## config.mk

```make
export PLATFORM = sky130hd
export DESIGN_NAME = fifo_arb_tx
export DESIGN_NICKNAME = d
export VERILOG_FILES = /design/src/rtl/host_fifo_pkg.sv /design/src/rtl/fifo_arb_tx_skid2.sv /design/src/rtl/fifo_arb_tx.sv
export SDC_FILE = /design/constraint.sdc
export NUM_CORES = 1
export LEC_CHECK = 0
export BUFFER_PORTS_ARGS = -buffer_cell sky130_fd_sc_hd__clkbuf_2
export CAP_MARGIN = 20
export CORE_MARGIN = 5
export CORE_UTILIZATION = 45
export DETAILED_ROUTE_END_ITERATION = 10
export PLACE_DENSITY = 0.71
export SYNTH_ARGS = -nofsm -noshare
export SYNTH_HDL_FRONTEND = slang
export SYNTH_HIERARCHICAL = 1
export SYNTH_SLANG_ARGS = --single-unit
```

## constraint.sdc

```tcl
create_clock -name clk_i -period 3.45 [get_ports clk_i]
set_clock_uncertainty 0.2 [all_clocks]
set_input_delay 0.69 -clock clk_i [delete_from_list [all_inputs] [get_ports clk_i]]
set_output_delay 0.69 -clock clk_i [all_outputs]
set_load 0.05 [all_outputs]
```

## src/rtl/host_fifo_pkg.sv

```systemverilog
// Shared host FIFO helpers: payload-length decode and the packet arbiter state encoding.
package host_fifo_pkg;

    localparam int unsigned FIFO_PAYLOAD_WIDTH = 8;
    // One extra bit so the largest decodable length never wraps the countdown.
    localparam int unsigned REM_W = FIFO_PAYLOAD_WIDTH + 1;

    typedef enum logic [1:0] {
        IDLE,
        CMD,
        PAYLOAD,
        DONE
    } arb_state_t;

    // Payload words that follow a command carrying this count field.
    function automatic logic [FIFO_PAYLOAD_WIDTH-1:0] fifo_payload(
        input logic [FIFO_PAYLOAD_WIDTH-1:0] field
    );
        return field;
    endfunction

    // Decode payload length straight from a command word.
    function automatic logic [REM_W-1:0] cmd_len(
        input logic [63:0]  cmd,
        input int unsigned  shift,
        input logic [63:0]  mask
    );
        logic [63:0] field;
        field = (cmd >> shift) & mask;
        return REM_W'(fifo_payload(FIFO_PAYLOAD_WIDTH'(field)));
    endfunction

endpackage

```

## src/rtl/fifo_arb_tx_skid2.sv

```systemverilog
// Two-entry skid buffer catching source read data on its one-cycle return path.
module fifo_arb_tx_skid2 #(
    parameter int unsigned DW = 32
) (
    input  logic          clk_i,
    input  logic          rstn_i,
    input  logic          push,
    input  logic [DW-1:0] push_data,
    input  logic          pop,
    output logic [DW-1:0] head,
    output logic [1:0]    occ
);

    logic [DW-1:0] mem [2];
    logic          wr_ptr;
    logic          rd_ptr;
    logic [1:0]    count;

    always_ff @(posedge clk_i or negedge rstn_i) begin
        if (!rstn_i) begin
            mem[0] <= '0;
            mem[1] <= '0;
            wr_ptr <= 1'b0;
            rd_ptr <= 1'b0;
            count  <= 2'd0;
        end else begin
            if (push) begin
                mem[wr_ptr] <= push_data;
                wr_ptr      <= ~wr_ptr;
            end
            if (pop) begin
                rd_ptr <= ~rd_ptr;
            end
            count <= count + 2'(push) - 2'(pop);
        end
    end

    assign head = mem[rd_ptr];
    assign occ  = count;

endmodule

```

## src/rtl/fifo_arb_tx.sv

```systemverilog
// Packet-atomic 2:1 arbiter draining two source FIFOs into one host-bound sink FIFO.
module fifo_arb_tx
    import host_fifo_pkg::*;
#(
    parameter int unsigned DW         = 32,
    parameter int unsigned CNT_SHIFT  = 16,
    parameter logic [31:0] CNT_MASK   = 32'hFF,
    parameter bit          FIXED_PRIO = 1'b0
) (
    input  logic          clk_i,
    input  logic          rstn_i,
    output logic          c0_rd_en_o,
    input  logic [DW-1:0] c0_rd_data_i,
    input  logic          c0_empty_i,
    output logic          c1_rd_en_o,
    input  logic [DW-1:0] c1_rd_data_i,
    input  logic          c1_empty_i,
    output logic          wr_en_o,
    output logic [DW-1:0] wr_data_o,
    input  logic          full_i,
    output logic [1:0]    grant_o,
    output logic          busy_o
);

    localparam int unsigned OCC_W = 3;

    arb_state_t       state_q, state_d;
    logic [1:0]       grant_q, grant_d;
    logic             busy_q, busy_d;
    logic             rr_prio_q, rr_prio_d;
    logic             cmd_issued_q, cmd_issued_d;
    logic [REM_W-1:0] rem_q, rem_d;
    logic [REM_W-1:0] cmd_len_w;
    logic             inflight_q;

    logic             rd_issue;
    logic             src_empty;
    logic             slots_ok;
    logic             pick0, pick1;
    logic             push, pop;
    logic [DW-1:0]    push_data;
    logic [DW-1:0]    head;
    logic [1:0]       occ;

    fifo_arb_tx_skid2 #(.DW(DW)) u_skid (
        .clk_i     (clk_i),
        .rstn_i    (rstn_i),
        .push      (push),
        .push_data (push_data),
        .pop       (pop),
        .head      (head),
        .occ       (occ)
    );

    // Grant is frozen for the whole packet, so it also steers the return data.
    assign src_empty = grant_q[1] ? c1_empty_i : c0_empty_i;
    assign push      = inflight_q;
    assign push_data = grant_q[1] ? c1_rd_data_i : c0_rd_data_i;
    assign pop       = (occ != 2'd0) && !full_i;
    assign slots_ok  = (OCC_W'(occ) + OCC_W'(inflight_q) - OCC_W'(pop)) < OCC_W'(2);

    // rr_prio_q = 1 means ch1 is preferred when both channels hold data.
    always_comb begin
        pick0 = 1'b0;
        if (FIXED_PRIO || !rr_prio_q) begin
            pick0 = !c0_empty_i;
        end else begin
            pick0 = !c0_empty_i && c1_empty_i;
        end
        pick1 = !c1_empty_i && !pick0;
    end

    always_ff @(posedge clk_i or negedge rstn_i) begin
        if (!rstn_i) begin
            state_q <= IDLE;
        end else begin
            state_q <= state_d;
        end
    end

    always_comb begin
        state_d      = state_q;
        grant_d      = grant_q;
        busy_d       = busy_q;
        rr_prio_d    = rr_prio_q;
        cmd_issued_d = cmd_issued_q;
        rem_d        = rem_q;
        rd_issue     = 1'b0;
        cmd_len_w    = cmd_len(64'(push_data), CNT_SHIFT, 64'(CNT_MASK));
        case (state_q)
            IDLE: begin
                cmd_issued_d = 1'b0;
                if (pick0 || pick1) begin
                    grant_d = {pick1, pick0};
                    busy_d  = 1'b1;
                    state_d = CMD;
                end
            end
            CMD: begin
                if (!cmd_issued_q) begin
                    rd_issue     = !src_empty && slots_ok;
                    cmd_issued_d = rd_issue;
                end else if (inflight_q) begin
                    // First payload read goes out in the command's arrival cycle.
                    if (cmd_len_w == '0) begin
                        rem_d   = '0;
                        state_d = DONE;
                    end else begin
                        rd_issue = !src_empty && slots_ok;
                        rem_d    = cmd_len_w - REM_W'(rd_issue);
                        state_d  = (rem_d == '0) ? DONE : PAYLOAD;
                    end
                end
            end
            PAYLOAD: begin
                if ((rem_q != '0) && !src_empty && slots_ok) begin
                    rd_issue = 1'b1;
                    rem_d    = rem_q - REM_W'(1);
                    if (rem_q == REM_W'(1)) begin
                        state_d = DONE;
                    end
                end
            end
            DONE: begin
                if ((occ == 2'd0) && !inflight_q) begin
                    rr_prio_d = grant_q[0];
                    grant_d   = 2'b00;
                    busy_d    = 1'b0;
                    state_d   = IDLE;
                end
            end
            default: state_d = IDLE;
        endcase
    end

    always_ff @(posedge clk_i or negedge rstn_i) begin
        if (!rstn_i) begin
            grant_q      <= 2'b00;
            busy_q       <= 1'b0;
            rr_prio_q    <= 1'b0;
            cmd_issued_q <= 1'b0;
            rem_q        <= '0;
            inflight_q   <= 1'b0;
        end else begin
            grant_q      <= grant_d;
            busy_q       <= busy_d;
            rr_prio_q    <= rr_prio_d;
            cmd_issued_q <= cmd_issued_d;
            rem_q        <= rem_d;
            inflight_q   <= rd_issue;
        end
    end

    assign c0_rd_en_o = rd_issue && grant_q[0];
    assign c1_rd_en_o = rd_issue && grant_q[1];
    assign wr_en_o    = pop;
    assign wr_data_o  = head;
    assign grant_o    = grant_q;
    assign busy_o     = busy_q;

endmodule
```

### Yosys cells after proc, flatten, opt, wreduce, memory -nomap -nowiden

Cells that the tools add are included.

* bits in registers: 85
* bits of input ports: 69

* add/sub/neg operators: 6
* magnitude comparators: 4
* equality and inequality tests: 10
* muxes and demuxes: 35
* bitwise gates (word level): 4
* reductions and logical operators: 30

Operators with widths (count)
* $mux 32: 5
* $bwmux 64: 1
* $mux 9: 4
* $demux 32 s1: 1
* $pmux 9 s2: 1
* $mux 2: 7
* $ne 2x2->1 const B: 6
* $mux 1: 11
* $logic_and 1x1->1: 10
* $eq 9x1->1 const B: 1
* $logic_not 9->1: 1
* $reduce_bool 9->1: 1
* $sub 8x1->9: 1
* $sub 9x1->9 const B: 1
* $logic_not 8->1: 1
* $pmux 2 s4: 1
* $reduce_bool 2->1: 4
* $logic_not 1->1: 6
* $pmux 1 s2: 3
* $reduce_and 6->1: 1
* $eq 2x2->1 const B: 2
* $ge 2x2->1 const B: 2
* $logic_not 2->1: 2
* $not 1->2: 2
* 13 further kinds: 14

### Longest topological paths before layout

* depth in word-level cells: 12
* mapped depth: 14
* gate-level depth less buffers: 14

### Cells and area by module

The synthesis kept the hierarchy.

Modules (own cells, without submodules)
* fifo_arb_tx_skid2: instances 1, cells an instance 185, area each 2974.1 µm², sequential area each 1701.6 µm²
* fifo_arb_tx: instances 1, cells an instance 220, area each 1930.6 µm², sequential area each 425.4 µm²

### Least setup slack after synthesis

No wires, ideal clock.

* kind: input-to-output
* from: input full_i
* to: output c0_rd_en_o
* arrival: 3.731 ns
* setup slack: -1.171 ns
* stages on the path: 9
* cells stage by stage: nor2_1 ha_1 nand2b_1 fa_1 xnor2_1 nand3_1 inv_2 o2111ai_1 a21boi_1

* longest elaborated chain between the ends: 10
* elaborated cells between the ends (all ways): 12

RTL lines
* start, declared: RTL line fifo_arb_tx.sv:20 `input logic full_i,`
* $logic_not 1->1 *: RTL line fifo_arb_tx.sv:59 `assign pop = (occ != 2'd0) && !full_i;`
* $logic_and 1x1->1 *: RTL line fifo_arb_tx.sv:59
* $sub 3x1->3 *: RTL line fifo_arb_tx.sv:60 `assign slots_ok = (OCC_W'(occ) + OCC_W'(inflight_q) - OCC_W'(pop)) < OCC_W'(2);`
* $lt 3x2->1 *: RTL line fifo_arb_tx.sv:60
* $logic_and 1x1->1: RTL line fifo_arb_tx.sv:101, fifo_arb_tx.sv:109
* $mux 1: RTL line fifo_arb_tx.sv:105 `if (cmd_len_w == '0) begin`
* $mux 1: RTL line fifo_arb_tx.sv:103 `end else if (inflight_q) begin`
* $mux 1: RTL line fifo_arb_tx.sv:100 `if (!cmd_issued_q) begin`
* $pmux 1 s2 *: RTL line fifo_arb_tx.sv:90 `case (state_q)`
* $logic_and 1x1->1 *: RTL line fifo_arb_tx.sv:154 `assign c0_rd_en_o = rd_issue && grant_q[0];`
* end, declared: RTL line fifo_arb_tx.sv:12 `output logic c0_rd_en_o,`

Every way passes the cells marked *; elsewhere a longest branch is shown, timed or not.

### Final worst setup path

* from: register u_skid.count[0], in the netlist u_skid/occ[0]
* to: output c1_rd_en_o

* longest elaborated chain between the ends: 10
* elaborated cells between the ends (all ways): 13

RTL lines
* start, declared: RTL line fifo_arb_tx_skid2.sv:17 `logic [1:0] count;`
* start signal, assigned: RTL line fifo_arb_tx_skid2.sv:34 `count <= count + 2'(push) - 2'(pop);`
* branches (longest 2 deep; another with $add 2x1->3)
* $sub 3x1->3 *: RTL line fifo_arb_tx.sv:60
* $lt 3x2->1 *: RTL line fifo_arb_tx.sv:60
* $logic_and 1x1->1: RTL line fifo_arb_tx.sv:101, fifo_arb_tx.sv:109
* $mux 1: RTL line fifo_arb_tx.sv:105
* $mux 1: RTL line fifo_arb_tx.sv:103
* $mux 1: RTL line fifo_arb_tx.sv:100
* $pmux 1 s2 *: RTL line fifo_arb_tx.sv:90
* $logic_and 1x1->1 *: RTL line fifo_arb_tx.sv:155 `assign c1_rd_en_o = rd_issue && grant_q[1];`
* end, declared: RTL line fifo_arb_tx.sv:15 `output logic c1_rd_en_o,`

Every way passes the cells marked *.

==> metrics.txt <==
I/O Buffers=between 100 and 150; combinational family with the most area after synthesis=multiplexers; # nets final=roughly 610; Die X=between 100 and 150 um; Tcrit/Tclk final=102%; R2R setup slack=170 ps; warnings from Yosys=6; Layout area overhead=23.0%; Max Freq=0.283 GHz; ANT cells=0; leak pwr=~2.8 nW; crit-path most repeated cell=nor2_4; Worst Setup Path Type=register to output pin; CP peak stage delay=around 570 ps; Synth Area in Adders=3.21%; via count=3,634; dpl hpwl=8.23 mm; final cell count without fillers=668; die footprint=13,100 um^2; post-route ant nets=0; compound-cell area share of the yosys netlist=under 10%; Fill cells=between 900 and 1,000; clock buffer depth=2; crit-path max FO=4; Post-DP Area=5740 um^2; Initial Util=45.6%; fin worst setup slack=-81.7 ps; final setup violation count=2; Async SR Flop Fraction=100%; First DRT Iteration DRCs=171; Core ar.=10,700 um^2; Clock transition at path regs=90 ps; std cell rows=38; RePlAce Congestion=approximately 0.9; GRT overflow=0; initial antenna violation count=0; Critical Path Start Type=register; top_reg_cell synth=dfrtp_1; Synth area leaders=dfrtp_1 (43%), mux2_2 (26%), ha_1 (2.8%), mux2_4 (2.8%), inv_1 (1.5%); pre-CTS WS=-100 ps; average wire per standard cell=16.8 um; Reg area=2130 um^2; Root Driver=clkbuf_8; RSZ-0062 raised after global routing=yes; FF-to-FF End=state_q[0]; WP buf/inv=3; r2r startpoint=u_skid/occ[0]; CP cell instances=nor2_4 > nor2_4 > ha_4 > nand2b_4 > fa_2 > nand3_2 > inv_2 > nand4_1 > buf_6 > a21boi_4 > buf_12; Finished Cell Area=6030 um^2; Unique masters post-synth=between 60 and 70; later-pin clock latency in the skew report=~350 ps; failing checks=setup timing; Critical Path RT=about 2600 ps; Period minus WS final=approximately 3500 ps; Synth area leader=dfrtp_1; area of the multi-input gates=2700 um^2; largest net degree at the start of global routing=45; CTS buffer count=9; Initial DRT Pass Iterations=4; post-synthesis cell count=405; status=complete, but fails checks; pwr dens=505 nW/um^2; count of flip-flops with a built-in enable after synthesis=0; Yosys top cell area share=43.4%; leading cell types in the layout, fill and taps excluded=mux2_2 (114), clkbuf_2 (103), dfrtp_1 (84); layout cell share with drive strength beyond 1=54.7%; XOR/XNOR share of the synthesized area=1.79%; Worst EP arrival=2640 ps; CTS tree=done; Post-Synth Simple-Gate Area=8.44%; Placed Cells=650; number of I/O pins=107; global-route wire length before repair=17.8 mm; H-tree levels=3; Die H=roughly 110 um; max cap viols=0; sequential share of the synthesized area=between 40% and 50%; FF+latch count, synth=85; Post-Route WL=11.2 mm; worst hold path type=input pin to async pin; Synth Area per Inst=around 12 um^2; Mapped Area=4900 um^2; Final Hold Viols=0; Critical-path top delay cell=fa_2; commonest non-fill, non-tap cell in the layout=mux2_2; fin. max-slew vios=0; relative slew slack=59.7%; mean number of vias per cell=5.44; vias in the first global route=3,770; worst slew pin tran=604 ps; FF-to-FF path depth=14; number of remaining DRC errors=0; Critical Path Source=u_skid/occ[0]; Net Count, Synth=486; critical path capture point type=output pin; Total GRT Usage=16.9%; critical path's top delay family=adder cells; Sink Count=85; mux share of post-synthesis cell area=30.6%; maximum vdd drop=0.000286 V
## worst max path at each step
stage / to / slack (ps) / cells past startpoint
after floorplan: c0_rd_en_o / -260 / 8
after global placement: state_q[0] / -30 / 13
after detailed placement: rem_q[6] / -100 / 14
after CTS: c1_rd_en_o / -140 / 11
after global routing: c0_rd_en_o / -230 / 11
final: c1_rd_en_o / -80 / 11
## power by group
part	total (W)	switching, W	internal [W]
combinational	0.00124	0.000758	0.000480
sequential	0.00110	0.0000628	0.00104
clock	0.000709	0.000371	0.000338
total	0.00304	0.00119	0.00185
## synth_stat cells, types with 4 or more instances
cell type	count
mux2_4	9
buf_6	4
ha_1	11
dfrtp_1	85
inv_1	19
buf_2	11
nand3_1	5
a31oi_1	4
nand2_1	13
xnor2_1	8
a21oi_1	11
o211ai_1	9
nor2_1	8
mux2i_1	7
mux2_2	114
nor3b_1	6
nand4_1	4
nor3_1	10
## repair_timing
| action | in CTS | in global routing |
|---|---|---|
| endpoints found under the hold margin | 0 | 0 |
| buffers inserted | 2 | 2 |
| pin swaps | 5 | 4 |
| gates resized for setup | 5 | 6 |
| setup endpoints to repair | 2 | 4 |
| hold buffers | 0 | 0 |
| gates cloned | 0 | 0 |
## per-stage QoR
step	total power (W)	hold WS (ps)	TNS (ps)	util [%]
after floorplan	0.00196	194	-858	-
after detailed placement	0.00229	277	-261	53.4
after global routing	0.00320	150	-451	56.1
after CTS	0.00305	137	-279	55.7
after global placement	0.00227	272	-34.5	53.4
final	0.00304	124	-161	56.1
## kinds of logic (layout without fill, tap and decap cells)
family                   after synthesis  in the layout
flip-flops                            85             85
adder cells (fa/ha/maj)               12             12
multiplexers                         131            131
buffers and inverters                 41            164
XOR/XNOR                              10             10
AO/OA/AOI/OAI                         56             56
AND/OR/NAND/NOR                       70             70
## per-layer routing
layer	GRT usage (%)	up-vias	part of all wire, %
li1	-	1720	-
met1	21.5	1792	44
met2	28.9	112	50
met3	4.28	10	5.5
met4	3.72	0	0.78
met5	0	-	0
## sequential cells by signal, summed over array words and instances (netlist names)
name and cells:
u_skid/mem 64, rem_q 9, grant_o 2, state_q 2, u_skid/occ 2, busy_o 1
cmd_issued_q 1, inflight_q 1, rr_prio_q 1, u_skid/rd_ptr 1, u_skid/wr_ptr 1
## final cells by class
cell class | instances | area share, %
inverters | 21 | 1.31
repair buffers | 128 | 12.6
well taps | 140 | 2.90
clock buffers | 9 | 2.05
clock inverters | 6 | 1.20
multi-input cells | 279 | 44.7
flip-flops and latches | 85 | 35.3
(Power assumes the default switching activity.)
